File: config.mk
export PLATFORM = sky130hd
export DESIGN_NAME = mem_arbiter
export DESIGN_NICKNAME = d
export VERILOG_FILES = /design/src/rtl/mem_arbiter.sv
export SDC_FILE = /design/constraint.sdc
export NUM_CORES = 1
export LEC_CHECK = 0
export ABC_AREA = 1
export CORE_AREA = 2 2 543 545
export CTS_BUF_LIST = sky130_fd_sc_hd__clkbuf_4
export DETAILED_ROUTE_END_ITERATION = 12
export DIE_AREA = 0 0 545 547
export PLACE_DENSITY = 0.32
export SETUP_SLACK_MARGIN = 0.3
export SYNTH_ARGS = -nofsm -noshare
export SYNTH_HDL_FRONTEND = slang
export SYNTH_SLANG_ARGS = --single-unit
export TNS_END_PERCENT = 10
File: constraint.sdc
create_clock -name clk -period 2.4 [get_ports clk]
set_input_delay 0.24 -clock clk [delete_from_list [all_inputs] [get_ports clk]]
set_output_delay 0.24 -clock clk [all_outputs]
set_load 0.005 [all_outputs]
File: src/rtl/mem_arbiter.sv
// Two-way line-port arbiter: icache vs dcache onto one pmem port, one transaction at a time.
// Optional ARB_ROUND_ROBIN_EN alternates contended grants; otherwise dcache has fixed priority.
module mem_arbiter #(
  parameter int ADDR_W = 32,
  parameter int LINE_W = 256
) (
  input  logic              clk,
  input  logic              rst_n,
  input  logic              i_read,
  input  logic [ADDR_W-1:0] i_addr,
  output logic [LINE_W-1:0] i_rdata,
  output logic              i_resp,
  input  logic              d_read,
  input  logic              d_write,
  input  logic [ADDR_W-1:0] d_addr,
  input  logic [LINE_W-1:0] d_wdata,
  output logic [LINE_W-1:0] d_rdata,
  output logic              d_resp,
  output logic              pmem_read,
  output logic              pmem_write,
  output logic [ADDR_W-1:0] pmem_addr,
  output logic [LINE_W-1:0] pmem_wdata,
  input  logic [LINE_W-1:0] pmem_rdata,
  input  logic              pmem_resp,
  output logic [1:0]        arb_state
);

  typedef enum logic [1:0] {
    IDLE    = 2'd0,
    SERVE_I = 2'd1,
    SERVE_D = 2'd2
  } state_t;

  state_t            state;
  logic [ADDR_W-1:0] addr_q;
  logic [LINE_W-1:0] wdata_q;
  logic              d_req;
  logic              grant_d;

  assign d_req = d_read | d_write;

`ifdef ARB_ROUND_ROBIN_EN
  // ptr_d set means the next contended grant goes to the dcache.
  logic ptr_d;
  assign grant_d = d_req & (~i_read | ptr_d);
`else
  assign grant_d = d_req;
`endif

  always_ff @(posedge clk or negedge rst_n) begin
    if (!rst_n) begin
      state      <= IDLE;
      addr_q     <= '0;
      wdata_q    <= '0;
      pmem_read  <= 1'b0;
      pmem_write <= 1'b0;
`ifdef ARB_ROUND_ROBIN_EN
      ptr_d      <= 1'b0;
`endif
    end else begin
      case (state)
        IDLE: begin
          if (i_read | d_req) begin
            state      <= grant_d ? SERVE_D : SERVE_I;
            addr_q     <= grant_d ? d_addr : i_addr;
            wdata_q    <= grant_d ? d_wdata : '0;
            // A dcache write wins over a simultaneous (illegal) dcache read.
            pmem_write <= grant_d & d_write;
            pmem_read  <= ~(grant_d & d_write);
`ifdef ARB_ROUND_ROBIN_EN
            if (i_read & d_req) ptr_d <= ~ptr_d;
`endif
          end
        end
        SERVE_I, SERVE_D: begin
          if (pmem_resp) begin
            state      <= IDLE;
            pmem_read  <= 1'b0;
            pmem_write <= 1'b0;
          end
        end
        default: begin
          state      <= IDLE;
          pmem_read  <= 1'b0;
          pmem_write <= 1'b0;
        end
      endcase
    end
  end

  assign pmem_addr  = addr_q;
  assign pmem_wdata = wdata_q;
  assign i_rdata    = pmem_rdata;
  assign d_rdata    = pmem_rdata;
  assign i_resp     = (state == SERVE_I) & pmem_resp;
  assign d_resp     = (state == SERVE_D) & pmem_resp;
  assign arb_state  = state;

endmodule

==> results.yml <==
critical_path:
  critical_path_class: "reg -> out"
  worstSetupStartpointType: "register"
  critPathArrivalTime_ps: 2010
  cp_max_fo: 2
  critPathCaptureType: "output pin"
  worstPathRequired_ps: 2160
synth:
  synth_top_area_share: 0.476
  ys_top_cells_by_area: "dfrtp_1 (48%), buf_4 (25%), nand2_1 (24%)"
  synth_top_area_cell: "dfrtp_1"
  synth.top_cells.by_count: "nand2_1 (975), buf_4 (519), dfrtp_1 (292)"
  synth_edf_count: 0
  synth_xor_area_frac: 0
  synth.mux.area_fraction: 0
  synth_cell_types: 17
  ys.flop_type: "dfrtp_1"
  synth_top_family_by_area: "buffers and inverters"
  syn_area_um2: 15300
  synthSimpleGateAreaFrac: 0.242
  synthAdderAreaFrac: 0.00245
  seq_area_frac_synth: 0.476
  yosysMostFrequentCell: "nand2_1"
  synth_nets: 2455
  ys.warnings.count: 0
  synth-seq-cells: 292
  async_flop_share: 1.00
  postSynthAreaPerCell_um2: 8.21
  syn_inst: 1870
  synth_compound_area_frac: 0.000326
detailed_routing:
  drt_iter0_markers: 582
  totalWireLength_um: 158000
  wl_per_cell_um: 24.4
  drc: 0
  vias: 14600
  viasPerCell: 2.26
  ant_nets: 0
  drtPass1Iterations: 7
placement:
  port_buffers: 619
  gp_congestion: 0.875
  place_area_um2: 22700
  dp_hpwl_um: 137000
global_route:
  first_global_vias: 15700
  antenna_found_initial: 65
  grt_overflow_total: 0
  grt_max_degree: 85
  grt_pass1_wl_um: 190000
  grt_usage: 0.102
timing:
  clock.fmax_mhz: 445
  hold_viol_final: 0
  period_share: 0.936
  maxSlewViolCount: 0
  slew_headroom: 0.578
  setup_viol: 0
  worst_pin_slew_ps: 633
  finClkSkew_ps: 109
  rsz0062_at_grt: "true"
  period_minus_slack_ps: 2250
floorplanning:
  die_h_um: 547
  dieArea_um2: 298000
  initial_core_util: 0.0525
  num_rows: 199
  coreArea_um2: 293000
  pin_count: 1388
  die_w_um: 545
clock_tree:
  clkTransAtPathRegs_ps: 60
  clk_latency_ps: 1130
  cts-htree-levels: 3
  cts_tree: "yes"
  clkSinkCount: 292
  cts.path.max_buffers: 4
  cts_root_buffer: "clkbuf_4"
  cts_buffers: 103
power_and_ir_drop:
  finalPower_mw: 30.1
  p_leak_nw: 12.4
  peakVddDrop_mv: 0.420
  powerDensity_nw_per_um2: 1080
outcome:
  status: "finished clean"
final_layout:
  drive_above_1_share: 0.204
  final_area_um2: 27900
  nets: 3061
  synthToLayoutAreaGrowth_pct: 82.0
worst_hold_path:
  hold_path_class: "in -> reg"
flow_run:
  maxCapViolCount: 0
-- final cells by class --
cell class                      count  area, µm²
Fill cell                       34100     265000
Timing Repair Buffer             1082      10700
Sequential cell                   292       7320
Tap cell                         3919       4900
Multi-Input combinational cell    986       3800
Clock buffer                      134       1010
Clock inverter                     29        121
Antenna cell                       21       52.6
Inverter                           11       41.3
-- where the power goes --
part	internal, mW	total, mW	switching, mW
Clock	2.54	5.40	2.85
Combinational	6.44	15.6	9.19
Sequential	7.33	9.11	1.79
-- sequential cells by signal, indices dropped and copies added, names as in the netlist --
register,flops
arb_state,2
pmem_addr,32
pmem_wdata,256
pmem_read,1
pmem_write,1
-- layout by cell type (no fill, tap or decap) --
cell type,synthesis,routed
clkbuf_2,1,56
o21ai_0,1,1
clkbuf_16,0,1
clkinv_4,0,1
dlymetal6s2s_1,0,26
nor2_4,1,2
ha_4,0,2
buf_2,36,53
buf_4,519,67
ha_2,0,1
nand3_1,1,1
clkdlybuf4s50_1,0,323
clkinv_2,0,3
buf_16,0,3
dfrtp_1,292,278
dfrtp_2,0,14
clkinv_1,0,23
nand2_2,1,3
nand4_1,2,2
diode_2,0,21
nand2_1,975,973
clkinvlp_4,0,1
dlygate4sd3_1,0,384
inv_1,9,5
buf_12,0,20
buf_6,9,137
clkbuf_4,0,134
nand2_8,0,1
inv_2,2,7
buf_8,0,12
-- worst paths after layout --
path	end	from	cells after the start	slack, ps
hold / removal	pmem_read	d_write	5	110
max in group asynchronous	pmem_addr[0]	rst_n	5	1380
hold reg to reg	pmem_wdata[23]	pmem_wdata[23]	2	470
setup / recovery	i_resp	arb_state[0]	5	150
setup reg to reg	pmem_wdata[162]	arb_state[0]	9	480
min in group asynchronous	pmem_wdata[45]	rst_n	4	450
-- cell families after synthesis --
logic type / count (synthesis)
and+or+nand+nor: 982
buffers and inverters: 592
DFF: 292
adders and majority gates: 3
AOI/OAI and AO/OA: 1
-- what timing repair did --
action | CTS | global route
endpoints found under the hold margin | 584 | 0
cloned | 0 | 1
pin swaps | 1 | 1
resized for setup | 1042 | 444
setup buffers | 24 | 13
hold buffers | 385 | 0
setup endpoints to repair | 331 | 420
-- worst max-delay path, stage by stage (launching register included) --
cell	delay, ps
dfrtp_1	400
buf_6	130
ha_4	140
nand2_2	50
inv_2	40
buf_6	110
-- metal layers --
layer / share of wire / vias to the layer above / track usage
met5: 0.0021 / - / 0.00705
met2: 0.40 / 1207 / 0.146
met4: 0.057 / 26 / 0.0519
met1: 0.29 / 6510 / 0.0843
met3: 0.25 / 492 / 0.115
li1: - / 6387 / -
-- stage by stage --
step	setup TNS, ps	hold WS, ps	util	setup WS [ps]	cells
3_3_place_gp	0	274	0.0775	292	5867
4_1_cts	-129	1.10	0.0947	-72.4	6439
3_5_place_dp	0	271	0.0775	290	5867
5_1_grt	-140	13.4	0.0954	-61.3	6468
6_report	0	115	0.0955	154	6474
2_1_floorplan	0	-55.6	-	882	1870
(Power assumes the default switching activity.)
